### config.mk
export PLATFORM = sky130hd
export DESIGN_NAME = cp0_exc_unit
export DESIGN_NICKNAME = d
export VERILOG_FILES = /design/src/rtl/cp0_pkg.sv /design/src/rtl/cp0_exc_unit.sv
export SDC_FILE = /design/constraint.sdc
export NUM_CORES = 1
export LEC_CHECK = 0
export CAP_MARGIN = 5
export CORE_AREA = 2 2 99 120
export CTS_CLUSTER_SIZE = 24
export DETAILED_ROUTE_END_ITERATION = 16
export DIE_AREA = 0 0 101 122
export GPL_ROUTABILITY_DRIVEN = 0
export GPL_TIMING_DRIVEN = 0
export PLACE_DENSITY = 0.77
export SYNTH_ARGS = -nofsm -noshare
export SYNTH_HDL_FRONTEND = slang
export SYNTH_SLANG_ARGS = --single-unit
### constraint.sdc
create_clock -name clk -period 2 [get_ports clk]
set_input_delay 0.4 -clock clk [delete_from_list [all_inputs] [get_ports clk]]
set_output_delay 0.4 -clock clk [all_outputs]
set_load 0.1 [all_outputs]
### src/rtl/cp0_pkg.sv
// Shared CP0 definitions: register numbers, exception codes, SR/Cause field positions.
package cp0_pkg;

    localparam logic [4:0] CP0_SR    = 5'd12;
    localparam logic [4:0] CP0_CAUSE = 5'd13;
    localparam logic [4:0] CP0_EPC   = 5'd14;
    localparam logic [4:0] CP0_PRID  = 5'd15;

    typedef enum logic [4:0] {
        EXC_INT  = 5'd0,
        EXC_ADEL = 5'd4,
        EXC_ADES = 5'd5,
        EXC_RI   = 5'd10,
        EXC_OV   = 5'd12
    } exc_code_e;

    // SR fields
    localparam int unsigned SR_IM_LSB  = 10;
    localparam int unsigned SR_EXL_BIT = 1;
    localparam int unsigned SR_IE_BIT  = 0;

    // Cause fields
    localparam int unsigned CAUSE_BD_BIT  = 31;
    localparam int unsigned CAUSE_IP_LSB  = 10;
    localparam int unsigned CAUSE_EXC_LSB = 2;

endpackage

### src/rtl/cp0_exc_unit.sv
// CP0 exception/interrupt controller: SR, Cause, EPC, PRId with mfc0/mtc0/eret support.
module cp0_exc_unit
    import cp0_pkg::*;
#(
    parameter logic [31:0] HANDLER_ADDR = 32'h0000_4180,
    parameter logic [31:0] PRID_VAL     = 32'h0000_2019
) (
    input  logic        clk,
    input  logic        reset,
    input  logic [4:0]  A1,
    input  logic [4:0]  A2,
    input  logic [31:0] DIn,
    input  logic        WE,
    input  logic [31:0] PCIn,
    input  logic [4:0]  ExcCodeIn,
    input  logic        BDIn,
    input  logic [5:0]  HWInt,
    input  logic        EXLClr,
    output logic        Interrupt,
    output logic [31:0] HandlerPC,
    output logic [31:0] EPCOut,
    output logic [31:0] DOut
);

    logic [5:0]  im_q, im_d;
    logic        exl_q, exl_d;
    logic        ie_q, ie_d;
    logic        bd_q, bd_d;
    logic [5:0]  ip_q;
    logic [4:0]  exc_q, exc_d;
    logic [31:0] epc_q, epc_d;

    logic        int_req;
    logic        exc_req;
    logic [31:0] victim;
    logic [31:0] epc_entry;

    // Request terms use live HWInt so an interrupt is taken without sample latency
    always_comb begin
        int_req   = ie_q & ~exl_q & (|(HWInt & im_q));
        exc_req   = ~exl_q & (ExcCodeIn != 5'd0);
        Interrupt = int_req | exc_req;
        HandlerPC = HANDLER_ADDR;
        EPCOut    = epc_q;
        victim    = PCIn - 32'd4;
        epc_entry = (BDIn ? victim - 32'd4 : victim) & 32'hFFFF_FFFC;
    end

    // mfc0 read mux; shows pre-edge state only
    always_comb begin
        DOut = '0;
        unique case (A1)
            CP0_SR: begin
                DOut[SR_IM_LSB +: 6] = im_q;
                DOut[SR_EXL_BIT]     = exl_q;
                DOut[SR_IE_BIT]      = ie_q;
            end
            CP0_CAUSE: begin
                DOut[CAUSE_BD_BIT]        = bd_q;
                DOut[CAUSE_IP_LSB +: 6]   = ip_q;
                DOut[CAUSE_EXC_LSB +: 5]  = exc_q;
            end
            CP0_EPC:  DOut = epc_q;
            CP0_PRID: DOut = PRID_VAL;
            default:  DOut = '0;
        endcase
    end

    // Next-state for SR, Cause and EPC; entry discards any same-cycle mtc0.
    // mtc0 SR and eret in one cycle: the write lands first, then eret clears EXL.
    always_comb begin
        im_d  = im_q;
        exl_d = exl_q;
        ie_d  = ie_q;
        bd_d  = bd_q;
        exc_d = exc_q;
        epc_d = epc_q;
        if (Interrupt) begin
            exl_d = 1'b1;
            bd_d  = BDIn;
            exc_d = int_req ? EXC_INT : ExcCodeIn;
            epc_d = epc_entry;
        end else begin
            if (WE && A2 == CP0_SR) begin
                im_d  = DIn[SR_IM_LSB +: 6];
                exl_d = DIn[SR_EXL_BIT];
                ie_d  = DIn[SR_IE_BIT];
            end
            if (WE && A2 == CP0_EPC) begin
                epc_d = {DIn[31:2], 2'b00};
            end
            if (EXLClr) begin
                exl_d = 1'b0;
            end
        end
    end

    // SR register
    always_ff @(posedge clk or negedge reset) begin
        if (!reset) begin
            im_q  <= '0;
            exl_q <= 1'b0;
            ie_q  <= 1'b0;
        end else begin
            im_q  <= im_d;
            exl_q <= exl_d;
            ie_q  <= ie_d;
        end
    end

    // Cause register; IP samples HWInt every cycle
    always_ff @(posedge clk or negedge reset) begin
        if (!reset) begin
            bd_q  <= 1'b0;
            ip_q  <= '0;
            exc_q <= '0;
        end else begin
            bd_q  <= bd_d;
            ip_q  <= HWInt;
            exc_q <= exc_d;
        end
    end

    // EPC register
    always_ff @(posedge clk or negedge reset) begin
        if (!reset) begin
            epc_q <= '0;
        end else begin
            epc_q <= epc_d;
        end
    end

endmodule

# == Word-level counts from Yosys, hierarchy flattened ==
# Cells that the tools add are included.
# Widths: inputs -> output; s select.
# word_totals
regBits,52
wordCells,42
output_inout_bits,97
input_bits,90
# op_classes
n_reduce_logical,7
n_eq_ne,6
muxes,13
addsub,2
bitwise,7
# op_table
operator,count
$mux 32,3
$sub 32x3->32 const B,2
$eq 5x4->1 const B,6
$pmux 6 s4,1
$mux 15,1
$pmux 5 s3,1
$and 6x6->6,1
$pmux 2 s3,1
$reduce_or 6->1,1
$mux 5,1
$reduce_bool 5->1,1
$and 1x1->1,3
$mux 1,3
$mux 3,1
$reduce_bool 3->1,1
$logic_and 1x1->1,2
$not 1->1,2
$pmux 1 s2,1
$reduce_and 2->1,1
$reduce_bool 2->1,1
$or 1x1->1,1

# == Logic depth before layout (Yosys ltp) ==
# depth
word_depth,6
mapped_depth,12
mapped_depth_nobuf,10

# == Worst setup path after synthesis ==
# OpenSTA, ideal clock, no wires.
# synth_path
path_type,input to output
from,input port A1[1]
to,output port DOut[1]
t_arrival_ns,3.696
stages,3
slack_ns,-2.096
path_buffers,2
path_cell_list,clkbuf_1 buf_1 nor4_1
# synth_between
elab_chain_len,2
word_cells_on_any_way,4
# synth_lines
element,line_no,rtl
"start, declared",cp0_exc_unit.sv:10,"input logic [4:0] A1,"
$eq 5x4->1,cp0_exc_unit.sv:52,unique case (A1)
$pmux 2 s3 (*),cp0_exc_unit.sv:52,
"end, declared",cp0_exc_unit.sv:22,output logic [31:0] DOut
# Every way passes the cells marked *; elsewhere a longest branch is shown, timed or not.

# == Worst setup path in the final report ==
# layout_path
from,input port PCIn[23]
to,"register epc_q[30], in the netlist EPCOut[30]"
# layout_between
elab_chain_len,4
# layout_lines
element,line_no,rtl
"start, declared",cp0_exc_unit.sv:14,"input logic [31:0] PCIn,"
$sub 32x3->32 (*),cp0_exc_unit.sv:45,victim = PCIn - 32'd4;
$sub 32x3->32,cp0_exc_unit.sv:46,epc_entry = (BDIn ? victim - 32'd4 : victim) & 32'hFFFF_FFFC;
$mux 32 (*),cp0_exc_unit.sv:46,
$mux 32 (*),cp0_exc_unit.sv:78,if (Interrupt) begin
"end signal, assigned",cp0_exc_unit.sv:129,epc_q <= epc_d;
"end, declared",cp0_exc_unit.sv:31,"logic [31:0] epc_q, epc_d;"
# Marks and branches as above.
# A chain may end at the register's enable or synchronous reset.

==> results <==
## synth_stat cells, types with 15 or more instances
cell type   n
nand2_1    40
nor2_1     45
nand3_1    21
o21ai_0    24
a21oi_1    27
xor2_1     19
dfrtp_1    50
clkbuf_1   15
buf_4      34
and2_1     19
mux2i_1    36
xnor2_1    25
## worst max-delay path, cell delays in order
cell and delay [ps]:
clkdlybuf4s50_1 560, nor2_2 190, and3_4 270, nand4b_1 190, xor2_2 260, nand4b_1 180
or3_1 350, or3_1 320, a31o_1 220
## per-layer routing
layer | track usage | vias up
met3 | 0.0402 | 104
met2 | 0.482 | 366
met5 | 0 | -
met4 | 0.137 | 0
met1 | 0.272 | 2440
li1 | - | 2218
## per-stage QoR
step / setup WS [ps] / power, mW / util / TNS, ps
global route: -818 / 8.43 / 0.689 / -12770
detailed placement: -1870 / 6.86 / 0.565 / -97730
floorplan: -764 / 5.54 / - / -11930
CTS: -626 / 7.88 / 0.645 / -8340
global placement: -1840 / 6.77 / 0.563 / -138630
finish: -752 / 8.16 / 0.689 / -10890
## power by group
group | switching (mW) | total, mW | internal [mW]
combinational | 3.99 | 5.35 | 1.36
sequential | 0.381 | 1.84 | 1.46
clock | 0.381 | 0.972 | 0.591
total | 4.75 | 8.16 | 3.41
## worst max-delay path by stage
stage | startpoint | end | slack [ps]
floorplan | PCIn[2] | EPCOut[30]$_DFFE_PN0P_ | -760
global placement | A1[4] | DOut[29] | -1840
detailed placement | A1[2] | DOut[29] | -1870
CTS | PCIn[2] | EPCOut[30]$_DFFE_PN0P_ | -630
global route | PCIn[3] | EPCOut[30]$_DFFE_PN0P_ | -820
finish | PCIn[23] | EPCOut[30]$_DFFE_PN0P_ | -750
## state kept, by name (all words and copies together) (netlist names)
name / flops
EPCOut: 30
bd_q: 1
exc_q: 5
exl_q: 1
ie_q: 1
im_q: 6
ip_q: 6
## layout make-up
cell class / count / area, um^2 / share of cell area
multi-input combinational: 422 / 3660 / 0.470
timing repair buffer: 217 / 2070 / 0.266
sequential: 50 / 1270 / 0.163
buffer: 52 / 409 / 0.0525
tap: 135 / 169 / 0.0217
clock buffer: 6 / 129 / 0.0165
inverter: 8 / 47.5 / 0.00610
clock inverter: 2 / 37.5 / 0.00482
## timing repair
| action | in CTS | in global routing |
|---|---|---|
| resized for setup | 395 | 115 |
| setup endpoints to repair | 104 | 62 |
| endpoints found under the hold margin | 0 | 0 |
| cloned | 2 | 0 |
| pin swaps | 47 | 61 |
| setup buffers | 46 | 27 |
## cells by family after synthesis
logic type,after synthesis,synth area share
multiplexers,50,0.122
flip-flops,50,0.294
XOR/XNOR,44,0.0904
AND/OR/NAND/NOR,202,0.257
other,2,0.00176
adder cells (fa/ha/maj),4,0.0117
buffers and inverters,66,0.0895
AO/OA/AOI/OAI,87,0.134
==> key figures <==
Drt
  • Metal3 WL: 1510 um
  • Detailed Route Iter0 Violations: between 300 and 400
  • Met1 WL: 6260 um
  • Final WL: 18400 um
  • WL/cell: 20.6 um
  • # DRC: 0
  • DR vias/cell: around 5.7
  • Top Metal Used: met4
  • Antenna-violating nets left: 0
  • DR vias: 5128
  • Met2 Wirelength: 9570 um
  • TritonRoute pass-1 iters: 6

Placed design
  • Final HPWL from detailed placement: between 10000 and 15000 um
  • Cell Area, Placed: 6380 um^2
  • Inst Count DP: roughly 800
  • Port buffer count: 144

Worst setup path
  • R2R depth: 11
  • CP Data Arrival Time: 2940 ps
  • FF-to-FF End: EPCOut[19]$_DFFE_PN0P_
  • Worst Path Required: 2190 ps
  • CP startpoint kind: input pin
  • Reg2reg start: im_q[0]$_DFFE_PN0P_
  • Critical path class: input pin to flop
  • Max FO, Critical Path: 6
  • CP endpoint kind: flop
  • Internal reg-to-reg setup slack: 0 ps

Synth
  • Flops & latches, synth: 50
  • EDFF count, synth: 0
  • Largest area contributor in the synthesized netlist: dfrtp_1
  • YS warnings: 0
  • Cells after Synth: 505
  • Post-synth cell types: 65
  • Sequential share of the synthesized area: 0.294
  • Mean post-synth cell area: 8.44 um^2
  • Mapped cell area: 4260 um^2
  • Synth top area share: 0.294
  • Post-synth ARST share: 1.00
  • Top post-synthesis cells by area: dfrtp_1, mux2i_1, buf_4
  • Top_reg_cell synth: dfrtp_1

Floorplan
  • Io pins: between 150 and 200
  • Die extent in y: 122 um
  • Core footprint: 11300 um^2
  • Row count: 43
  • Initial core utilization: 0.377
  • Die footprint: about 12000 um^2
  • Die X-Extent: 101 um

Cells and area
  • Nets: 850
  • Fill cells: 788
  • Finished Layout Cells: 892
  • Antenna diodes: 0
  • Ratio of cells with drive above 1 in the final layout: 0.470
  • Most frequent cells in the layout: buf_4, clkdlybuf4s50_1, dfrtp_1, dlygate4sd2_1, mux2i_1
  • Commonest non-fill, non-tap cell in the layout: buf_4
  • Area Overhead vs Synth: 82.8%
  • Fin area: 7790 um^2

STA
  • Fin crit share: 1.38
  • Final hold violation count: 0
  • Fin. max-slew vios: 0
  • Slew @ Worst Pin: 998 ps
  • Layout Skew: 4.49 ps
  • RSZ-0062 raised after global routing: yes
  • Hold slack: 17.6 ps
  • FMAX: 363 MHz
  • Final Worst Setup Slack: -752 ps
  • Final Setup Violations: 25
  • Worst rel slew slack: 0.337
  • Fin crit period: 2750 ps

Global route
  • Initial antenna violation count: 0
  • Vias in the first global route: 4846
  • Largest net degree at the start of global routing: 37
  • Gr ovfl total: 0
  • Gr usage total: 0.257
  • First-pass GRT wire length: 24900 um

CTS
  • Clock buffer depth: 2
  • Htree depth: 2
  • Worst-path clk slew: roughly 70 ps
  • Worst skew pair latency: approximately 300 ps
  • CTS sink count: 50
  • # hold bufs at CTS: 0
  • CTS tree: built
  • Root buf cell: clkbuf_16
  • CTS Buf Count: 5

Run
  • MaxCap Viol Count: 0

Pwr
  • Leak Pwr: between 3 and 4 nW
  • Worst VDD drop: about 0.00084 V
  • PD cells: about 1000 nW/um^2

Outcome
  • Outcome: finished, violations left
  • Failing checks: negative setup slack

Min path
  • Hold Crit Class: input pin to async pin
Note: power is estimated with default switching activity, not from simulation.
